### src/rtl/serial_pkg.sv
// serial_pkg: shared types and helpers for the serial link transmitter and receiver
package serial_pkg;
   typedef enum logic {IDLE, SHIFT} state_t;
   localparam int DEFAULT_WIDTH = 8;
   function automatic int clog2(input int n);
      int r;
      r = 1;
      for (int i = 1; i < 32; i++) if ((1 << i) < n) r = i + 1;
      return r;
   endfunction
endpackage

### src/rtl/s2p_shift_reg.sv
// s2p_shift_reg: frame assembly register with indexed bit writes and restart load
module s2p_shift_reg import serial_pkg::*; #(
   parameter int WIDTH = DEFAULT_WIDTH,
   parameter int CW = clog2(WIDTH)
) (
   input  logic             clk,
   input  logic             rst_n,
   input  logic             clr,
   input  logic             load_bit0,
   input  logic             we,
   input  logic [CW-1:0]    idx,
   input  logic             d,
   output logic [WIDTH-1:0] q
);
   // restart loads bit 0 and zeroes the rest so stale bits never linger
   always_ff @(posedge clk or negedge rst_n)
      if (!rst_n) q <= '0;
      else if (clr) q <= '0;
      else if (load_bit0) q <= WIDTH'(d);
      else if (we) q[idx] <= d;
endmodule

### src/rtl/serial2parallel.sv
// serial2parallel: LSB-first framed serial receiver with valid/ready word output
module serial2parallel import serial_pkg::*; #(
   parameter int WIDTH = DEFAULT_WIDTH
) (
   input  logic             clk,
   input  logic             rst_n,
   input  logic             d,
   input  logic             serial_start,
   input  logic             serial_end,
   output logic [WIDTH-1:0] p_data,
   output logic             p_valid,
   input  logic             p_ready,
   output logic             frame_err,
   output logic             overrun
);
   localparam int CW = clog2(WIDTH);
   localparam logic [CW-1:0] LAST = CW'(WIDTH - 1);
   state_t state, state_n;
   logic [CW-1:0] cnt, cnt_n;
   logic [WIDTH-1:0] q, word;
   logic clr, ld0, we, done, err, accept, drop;

   s2p_shift_reg #(.WIDTH(WIDTH), .CW(CW)) u_sr (
      .clk(clk), .rst_n(rst_n), .clr(clr), .load_bit0(ld0), .we(we),
      .idx(cnt), .d(d), .q(q)
   );

   // framing decisions: start, bit placement, completion and violations
   always_comb begin
      state_n = state;
      cnt_n = cnt;
      clr = 1'b0;
      ld0 = 1'b0;
      we = 1'b0;
      done = 1'b0;
      err = 1'b0;
      if (state == IDLE) begin
         if (serial_start && !serial_end) begin
            ld0 = 1'b1;
            cnt_n = CW'(1);
            state_n = SHIFT;
         end else if (serial_end) err = 1'b1;
      end else if (serial_start) begin
         err = 1'b1;
         ld0 = 1'b1;
         cnt_n = CW'(1);
      end else if (cnt == LAST || serial_end) begin
         done = (cnt == LAST) && serial_end;
         err = !done;
         clr = 1'b1;
         cnt_n = '0;
         state_n = IDLE;
      end else begin
         we = 1'b1;
         cnt_n = cnt + CW'(1);
      end
   end

   // the final bit is taken straight from d so the word is ready on the end cycle
   always_comb begin
      word = q;
      word[WIDTH-1] = d;
   end

   assign accept = done && (!p_valid || p_ready);
   assign drop = done && p_valid && !p_ready;

   // framing state and bit counter
   always_ff @(posedge clk or negedge rst_n)
      if (!rst_n) begin
         state <= IDLE;
         cnt <= '0;
      end else begin
         state <= state_n;
         cnt <= cnt_n;
      end

   // output word holding register, handshake and one-cycle status pulses
   always_ff @(posedge clk or negedge rst_n)
      if (!rst_n) begin
         p_data <= '0;
         p_valid <= 1'b0;
         frame_err <= 1'b0;
         overrun <= 1'b0;
      end else begin
         frame_err <= err;
         overrun <= drop;
         p_valid <= accept || (p_valid && !p_ready);
         if (accept) p_data <= word;
      end
endmodule

### config.mk
export PLATFORM = sky130hd
export DESIGN_NAME = serial2parallel
export DESIGN_NICKNAME = d
export VERILOG_FILES = /design/src/rtl/serial_pkg.sv /design/src/rtl/s2p_shift_reg.sv /design/src/rtl/serial2parallel.sv
export SDC_FILE = /design/constraint.sdc
export NUM_CORES = 1
export LEC_CHECK = 0
export ABC_AREA = 1
export CAP_MARGIN = 10
export CORE_MARGIN = 3
export CORE_UTILIZATION = 55
export CTS_BUF_LIST = sky130_fd_sc_hd__clkbuf_4
export DETAILED_ROUTE_END_ITERATION = 10
export GPL_TIMING_DRIVEN = 0
export PLACE_DENSITY = 0.82
export RECOVER_POWER = 100
export SETUP_SLACK_MARGIN = 0.02
export SYNTH_ARGS = -nofsm -noshare
export SYNTH_HDL_FRONTEND = slang
export SYNTH_SLANG_ARGS = --single-unit
### constraint.sdc
create_clock -name clk -period 2.55 [get_ports clk]
set_input_delay 0.3825 -clock clk [delete_from_list [all_inputs] [get_ports clk]]
set_output_delay 0.3825 -clock clk [all_outputs]
set_load 0.02 [all_outputs]
After elaboration in Yosys (flattened, before gate mapping). Cells that the tools add are included.

Input port bits: 6. RAM bits: 0. Output and inout bits: 11. Register bits: 52. Bits in latches: 0. Memories: 0. ROM bits: 0.

Divide/modulo/power cells: 0. Bitwise operators: 0. $mul: 0. Equality and inequality tests: 1. $lt $le $gt $ge: 2. Reduce and logical (&&, ||, !) cells: 16. Shift-type cells: 0. Mux-type cells: 29. Add/sub/neg operators: 1.

Operators with widths (number): $mux 32 (4); $add 32x1->32 const B (1); $eq 32x3->1 const B (1); $ge 32x1->1 const B (1); $lt 32x4->1 const B (1); $mux 8 (3); $mux 1 (20); $bwmux 8 (1); $logic_and 1x1->1 (7); $logic_not 1->1 (4); $demux 1 s3 (1); $logic_or 1x1->1 (3); $reduce_bool 3->1 (1); $reduce_bool 2->1 (1).

Depth between registers and ports, before layout. Gate-level depths: netlist of the first run.

Depth in word-level cells: 8. Gate-level depth with buffers: 18.

Cells and area by module. A second synthesis of the first run with hierarchy kept.

Cell total of the unflattened synthesis: 484. Area total of the unflattened synthesis: 3410.8 µm².

By module, submodules not included: serial2parallel (area an instance 2811.4 µm², cells each 394, instances 1, sequential area each 1101.1 µm²); s2p_shift_reg (area an instance 599.3 µm², cells each 90, instances 1, sequential area each 200.2 µm²).

Worst setup path before layout of the first run. Ideal clock, no wire load.

Kind: reg2reg. From: reg cnt[14]. To: reg cnt[10]. Clock period less this slack: 2.065 ns. Data required time: 2.419 ns. Stages on the path, launching flop included: 17. Arrival: 1.934 ns. Slack: 0.485 ns. Cells stage by stage: dfrtp_1 -> inv_2 -> nand2_1 -> nor2_1 -> nand2_1 -> nor2_2 -> and2_1 -> buf_4 -> nand2_1 -> ha_1 -> inv_1 -> nand2_2 -> nand2_4 -> inv_4 -> buf_6 -> o21ai_0 -> a21oi_1.

Word-level cells in the longest chain between the ends: 5.

Ends and longest elaborated chain: start, declared (RTL line serial2parallel.sv:19) `logic [CW-1:0] cnt, cnt_n;`; start signal, assigned (RTL line serial2parallel.sv:75) `cnt <= cnt_n;`; $eq 32x3->1 (RTL line serial2parallel.sv:47) `end else if (cnt == LAST || serial_end) begin`; $logic_or 1x1->1 (RTL line serial2parallel.sv:47); $mux 32 (RTL line serial2parallel.sv:47); $mux 32 (RTL line serial2parallel.sv:43) `end else if (serial_start) begin`; $mux 32 (RTL line serial2parallel.sv:37) `if (state == IDLE) begin`.

No other way between the ends. A chain may end at the register's enable or synchronous reset.

Worst setup path in the final report of the first run.
From: reg cnt[15]. To: reg cnt[10].

Same word-level chain as after synthesis.

==> metrics, run 1 <==
status complete, no violations; RD Place Congestion around 0.94; critical-path cell list inv_1 -> nand2_1 -> nor2_1 -> nand2_1 -> nor2_4 -> and2_1 -> buf_4 -> nand2_1 -> ha_1 -> inv_1 -> nand2_2 -> nand2_4 -> inv_4 -> buf_6 -> o21ai_0 -> a21oi_1; gr busiest metal met2; number of buffers added on ports 16; Cell Area, Synth ~3000 um^2; post-synthesis sequential area ratio a little over two fifths; CTS buffer count 5; Final WS setup approximately 160 ps; crit path max fanout 10; maximum clock rate ~0.42 GHz; DRC 0; Chip Height approximately 80 um; Hold Startpoint cnt[13]; hold slack 490 ps; warnings from Yosys 0; Slowest cell on crit path dfrtp_1; wire length per cell about 13 um; CP arrival between 2000 and 3000 ps; RSZ-0062 raised after global routing false; CP endpoint kind flip-flop; final hold vios 0; Worst-Margin Slew around 860 ps; Seq pwr share around 53%; Remaining Overflow, GRT 0; IO Count 17; Clock Tree Buf Depth 2; H-tree levels 2; first-pass GRT wire length around 11 mm; final setup vio count 0; r2r endpoint cnt[10]; delay-heaviest family, CP simple AND/OR/NAND/NOR gates; Layout fillers 440; Max Cap Violations 0; vias in the first global route ~2500; Psw 404 uW; area growth from synthesis to layout 16.8%; CTS sink count between 50 and 60; DP Worst Slack approximately 73 ps; worst path buffer plus inverter count 5; Final Cycle Share between 90% and 100%; worst stage delay on the critical path a little over 400 ps; Via density 5.39; Clock Pin Slew Worst Setup and Hold Paths ~140 ps; Antenna Violating Nets Remaining 0; Hold Path Cell Cnt 1; HP Class reg2reg; Layout Nets between 400 and 500; minimum clock period roughly 2400 ps; area of the multi-input gates 1460 um^2; setup TNS 0 ps; HPWL Detailed 4.86 mm; Clk network pwr share between 30% and 40%; Post-Route WL roughly 6.9 mm; initial antenna violation count 0; Register Area 1280 um^2; Req. time, crit path between 2000 and 3000 ps; peak supply drop between 0.0003 and 0.0004 V; Rel. slew slack between 40% and 50%; Detailed Routing Iterations Pass 1 5; critical path's most frequent cell nand2_1; layout cell share with drive strength beyond 1 between 15 and 20%; top cell type's share of synthesized area between 40% and 50%; FF-to-FF setup slack between 150 and 200 ps; Root Buffer clkbuf_4; Core Area between 5000 and 6000 um^2; initial drt markers about 200; pwr dens roughly 460 nW/um^2; leakage power 0.00175 uW; Logic pwr share a little over a tenth; Final Max Tran Viols 0; Sw Ratio between 20% and 30%; Final Instance Area between 3000 and 4000 um^2; Post-Syn Instances slightly above 400; launching point of the worst reg2reg path cnt[15]; Initial Util ~58%; #FFs+latches synth 51; Worst Skew around 19 ps; row count 26; WS Path Type reg2reg; largest net degree at the start of global routing 36; Register-to-Register Path Depth 16; Syn Nets roughly 420; Total Power about 1600 uW; # diodes 0; Setup crit start kind flip-flop; Distinct cells, synth 32; grt met2 use a little under two fifths; Via Count about 2800; Syn Area/Cell ~7.3 um^2; met3 usage between 4 and 5%; met1 Usage GRT 29.7%; Power Internal approximately 1200 uW; Synth area leader dfrtp_1; die width around 80 um; gr usage total ~23%; die area roughly 6400 um^2; Hold Path Sink cnt[13]; CTS tree built; placed cell area around 3300 um^2; top cells by area, synth dfrtp_1 43%, nand2_1 14%, inv_1 6.1%; clk_lat worst skew ~380 ps
## layer usage
layer / share of wire, % / up-vias
met2: 49 / 90
li1: - / 1401
met5: 0 / -
met3: 4.7 / 13
met1: 44 / 1313
met4: 1.7 / 0
## registers in the layout (all words and copies together), names as in the netlist
| register | count |
|---|---|
| cnt | 32 |
| state | 1 |
| u_sr.q | 7 |
| p_data | 8 |
| p_valid | 1 |
| overrun | 1 |
| frame_err | 1 |
## worst register-to-register path, delay by kind of cell (launching register included)
kind / cells / cell delay (ps)
adder cells (fa/ha/maj): 1 / 210
buffers and inverters: 5 / 520
flip-flops: 1 / 410
AND/OR/NAND/NOR: 8 / 940
AO/OA/AOI/OAI: 2 / 210
## logic make-up after synthesis
| logic type | Yosys count | synth area share (%) |
|---|---|---|
| simple gates | 233 | 35.2 |
| xor+xnor | 1 | 0.292 |
| fa+ha+maj | 3 | 1.25 |
| compound gates | 51 | 9.19 |
| flops | 51 | 42.6 |
| buf+inv | 63 | 8.86 |
| mux | 7 | 2.63 |
## synthesized netlist by cell type, drive strengths merged
cell,count
a31oi,1
nor2,49
a21oi,23
nand2,122
o22ai,1
mux2,7
clkinv,1
o21ai,24
a211oi,1
or3,1
nand4,9
inv,56
dfrtp,51
ha,3
xor2,1
a221oi,1
nand3,32
nor3,19
buf,6
and2,1
## worst max path at each step
| stage | from | end | slack, ps | depth (start not counted) |
|---|---|---|---|---|
| final | cnt[15] | cnt[10] | 160 | 16 |
| after global routing | cnt[17] | cnt[10] | 7 | 16 |
| after CTS | cnt[15] | u_sr.q[0] | 40 | 17 |
| after detailed placement | cnt[15] | cnt[10] | 70 | 16 |
| after global placement | rst_n | cnt[22] | -400 | 1 |
| after floorplan | cnt[14] | cnt[10] | 490 | 16 |
## power groups by stage
stage                     Clock, uW  Combinational [uW]  Sequential [uW]
after global routing            618                 201              845
after floorplan                   0                 112              858
after CTS                       586                 179              842
after detailed placement          0                 177              857
after global placement            0                 171              857
final                           576                 176              842
## layout by cell type (no fill, tap or decap), types with 2 or more instances in the layout
| cell | netlist | layout |
|---|---|---|
| clkdlybuf4s50_1 | 0 | 4 |
| nor2_1 | 39 | 39 |
| buf_4 | 2 | 20 |
| buf_2 | 2 | 2 |
| nor2_2 | 7 | 6 |
| mux2_2 | 7 | 7 |
| nand3_2 | 2 | 2 |
| inv_2 | 6 | 6 |
| inv_1 | 49 | 49 |
| o21ai_0 | 21 | 23 |
| clkbuf_4 | 0 | 5 |
| dlygate4sd3_1 | 0 | 12 |
| bufinv_16 | 0 | 2 |
| nor3_2 | 3 | 3 |
| nor2_4 | 3 | 4 |
| nand2_1 | 115 | 115 |
| nand3_1 | 30 | 30 |
| a21oi_1 | 22 | 22 |
| nand4_1 | 9 | 9 |
| ha_1 | 3 | 3 |
| nand2_2 | 6 | 6 |
| buf_6 | 2 | 2 |
| dfrtp_1 | 51 | 50 |
| nor3_1 | 16 | 16 |
## layout make-up
type	instances	share of cell area (%)
repair buffers	36	8.69
inverters	57	6.22
well taps	70	2.50
plain buffers	6	1.36
clock inverters	3	1.93
clock buffers	5	1.07
flip-flops and latches	51	36.5
multi-input cells	295	41.7
## metrics by stage
step | util, % | cells
floorplan | - | 409
global placement | 62.7 | 495
detailed placement | 63.0 | 496
CTS | 65.2 | 505
global route | 67.6 | 523
finish | 67.6 | 523
## repair_timing
| item | in CTS | in global routing |
|---|---|---|
| setup endpoints to repair | 0 | 24 |
| gates resized for setup | 0 | 2 |
| buffers inserted | 0 | 18 |
| hold endpoints to repair | 16 | 0 |
| hold buffers | 1 | 0 |
(Power assumes the default switching activity.)
==> inputs of run 2 (changes only) <==
PLACE_DENSITY = 0.85   (was 0.82)
clock period = 2.07 ns   (was 2.55 ns; I/O delays follow)
==> run 2 against run 1 <==
Net effect:
- clock skew is 9.4 ps lower
- first-iteration DRC count is 19% lower
- critical path depth is 1 lower
- clock-buffer cell count stayed put
- sequential share of layout area is 1.8 points lower
- utilization is 3.6 points higher
- routed wire length is 6.6% higher
- combinational power is 49% higher
- worst setup slack worse by 100 ps
- critical endpoint unchanged
- largest power group unchanged
- highest routed layer unchanged
==> metrics, run 2 (same netlist as run 1, synthesis figures left out) <==
critical path's most frequent cell nand2_4; Register-to-Register Path Depth 15 (-1); critical-path cell list inv_2 -> nand2_1 -> nor2_2 -> nand2_2 -> nor2_4 -> and2_4 -> nand2_4 -> ha_4 -> inv_4 -> nand2_4 -> nand2_4 -> inv_8 -> buf_8 -> o21ai_1 -> a21oi_1; area growth from synthesis to layout 23.1%; clk_lat worst skew 370 ps (about the same); Post-Route WL 7.36 mm (+6.6%); Layout fillers 383 (-13%); Total Power 1860 uW (+17%); Sw Ratio 26.7% (+1.4 points); CTS sink count 51 (unchanged); r2r endpoint cnt[10]; DP Worst Slack -301 ps (-375 ps); placed cells 496 (unchanged); post-layout util 71.3% (+3.6 points); Psw 497 uW (+23%); Detailed Routing Iterations Pass 1 4 (-1); pwr dens 505 nW/um^2 (+11%); Seq pwr share 55.8% (+2.9 points); crit path max fanout 8 (-2); worst path buffer plus inverter count 4 (-1); Worst-Margin Slew 1340 ps (+476 ps); largest net degree at the start of global routing 28 (-22%); Slowest cell on crit path dfrtp_1; H-tree levels 2 (unchanged); minimum clock period 2010 ps (-379 ps); most frequent cells in the layout 110 x nand2_1, 48 x dfrtp_1, 37 x inv_1, 37 x nor2_1; CP endpoint kind flip-flop; Top Registers cnt x32, p_data x8, u_sr.q x7; vias in the first global route 2777 (+9.3%); status complete, no violations; WS Path Type reg2reg; initial drt markers 165 (-19%); layout cell share with drive strength beyond 1 23.9% (+8.0 points); peak supply drop 0.000410 V (+21%); Max Cap Violations 0 (unchanged); die area 6370 um^2 (unchanged); Core Area 5170 um^2 (unchanged); Cell Count, Final, Fillers Out 534 (+2.1%); Worst Skew 9.56 ps (-9.37 ps); Req. time, crit path 2340 ps (-470 ps); final setup vio count 0 (unchanged); Via Count 2901 (+3.0%); HPWL Detailed 4.98 mm (+2.4%); DRC 0 (unchanged); final hold vios 0 (unchanged); initial antenna violation count 0 (unchanged); CTS buffer count 5 (unchanged); launching point of the worst reg2reg path cnt[20]; HP Class reg2reg; Initial Util 57.9% (unchanged); Remaining Overflow, GRT 0 (unchanged); Logic pwr share 14.0% (+3.0 points); row count 26 (unchanged); RSZ-0062 raised after global routing true; # diodes 0 (unchanged); Largest Register cnt; Clk network pwr share 30.2% (-5.9 points); IO Count 17 (unchanged); Chip Height 79.8 um (unchanged); Setup crit start kind flip-flop; RD Place Congestion 0.912 (-3.2%); Hold Path Cell Cnt 2 (+1); CTS tree built; Antenna Violating Nets Remaining 0 (unchanged); Clock Tree Buf Depth 2 (unchanged); leakage power 0.00179 uW (+2.7%); Layout Nets 472 (+2.4%); Final Max Tran Viols 0 (unchanged); Via density 5.43 (+0.86%); number of buffers added on ports 16 (unchanged); die width 79.8 um (unchanged); max reg flops 32 (unchanged); worst stage delay on the critical path 440 ps (+30 ps); Final Cycle Share 97.0% (+3.4 points); CP arrival 2270 ps (-370 ps); Hold Startpoint u_sr.q[5]; most common cell after layout, fill and taps aside nand2_1; Rel. slew slack 10.8% (-32 points); Clock Pin Slew Worst Setup and Hold Paths 150 ps (about the same); gr usage total 24.3% (+1.6 points); maximum clock rate 0.498 GHz (+19%); Final WS setup 61.1 ps (-101 ps); Root Buffer clkbuf_4; Power Internal 1370 uW (+15%); wire length per cell 13.8 um (+4.4%); first-pass GRT wire length 12.3 mm (+7.9%); Hold Path Sink u_sr.q[5]; delay-heaviest family, CP simple AND/OR/NAND/NOR gates; FF-to-FF setup slack 60 ps (-100 ps)
[run 2: cell types whose count changed in the layout (fill, tap and decap cells not counted), moves of 3 or more]
cell / previous run / this run
buf_4: 20 / 30
inv_2: 6 / 17
nand2_1: 115 / 110
o21ai_2: 0 / 4
dlygate4sd3_1: 12 / 1
o21ai_1: 1 / 5
inv_1: 49 / 37
nand2_2: 6 / 9
o21ai_0: 23 / 15
clkdlybuf4s50_1: 4 / 15
[run 2: area by class of cell]
| class | instances | area [um^2] | area share (%) |
|---|---|---|---|
| Buffer | 5 | 50.0 | 1.36 |
| Timing Repair Buffer | 48 | 427 | 11.6 |
| Sequential cell | 51 | 1280 | 34.7 |
| Clock buffer | 5 | 37.5 | 1.02 |
| Inverter | 57 | 225 | 6.11 |
| Tap cell | 70 | 87.6 | 2.38 |
| Multi-Input combinational cell | 295 | 1540 | 41.8 |
| Clock inverter | 3 | 38.8 | 1.05 |
[run 2: metal layers]
| metal | GRT usage (%) | vias to the layer above | part of all wire (%) |
|---|---|---|---|
| met2 | 43.9 | 98 | 51 |
| met5 | 0 | - | 0 |
| li1 | - | 1428 | - |
| met1 | 30.0 | 1361 | 41 |
| met4 | 6.25 | 0 | 1.9 |
| met3 | 4.06 | 14 | 5.8 |
[run 2: stage by stage]
stage	cell area (um^2)	hold slack [ps]	TNS (ps)
finish	3690	489	0
global route	3690	531	-409
CTS	3550	471	0
detailed placement	3270	335	-7940
global placement	3260	452	-45290
floorplan	3010	14.9	0
[run 2: repair_timing]
action / in CTS / in global routing
buffers inserted: 22 / 7
pin swaps: 4 / 12
endpoints found under the hold margin: 24 / 0
endpoints found under the setup margin: 42 / 38
hold buffers: 1 / 0
cloned: 0 / 1
gates resized for setup: 15 / 28
[run 2: how the worst max path moves through the flow]
stage,depth (start not counted),endpoint,start
CTS,17,u_sr.q[5],cnt[14]
finish,15,cnt[10],cnt[20]
global placement,1,cnt[17],rst_n
detailed placement,16,cnt[15],cnt[17]
floorplan,18,u_sr.q[6],cnt[17]
global route,17,u_sr.q[6],cnt[22]
[run 2: worst reg2reg max path, delay by kind of cell (launching register included)]
| kind | cells | cell delay, ps |
|---|---|---|
| simple gates | 8 | 770 |
| flops | 1 | 440 |
| buf+inv | 4 | 360 |
| compound gates | 2 | 190 |
| fa+ha+maj | 1 | 170 |
[run 2: power groups by stage]
stage                     Clock [uW]  Sequential [uW]  Combinational (uW)
after floorplan                    0             1060                 138
after global placement             0             1060                 211
after detailed placement           0             1060                 220
after CTS                        570             1040                 233
after global routing             622             1040                 291
final                            562             1040                 262
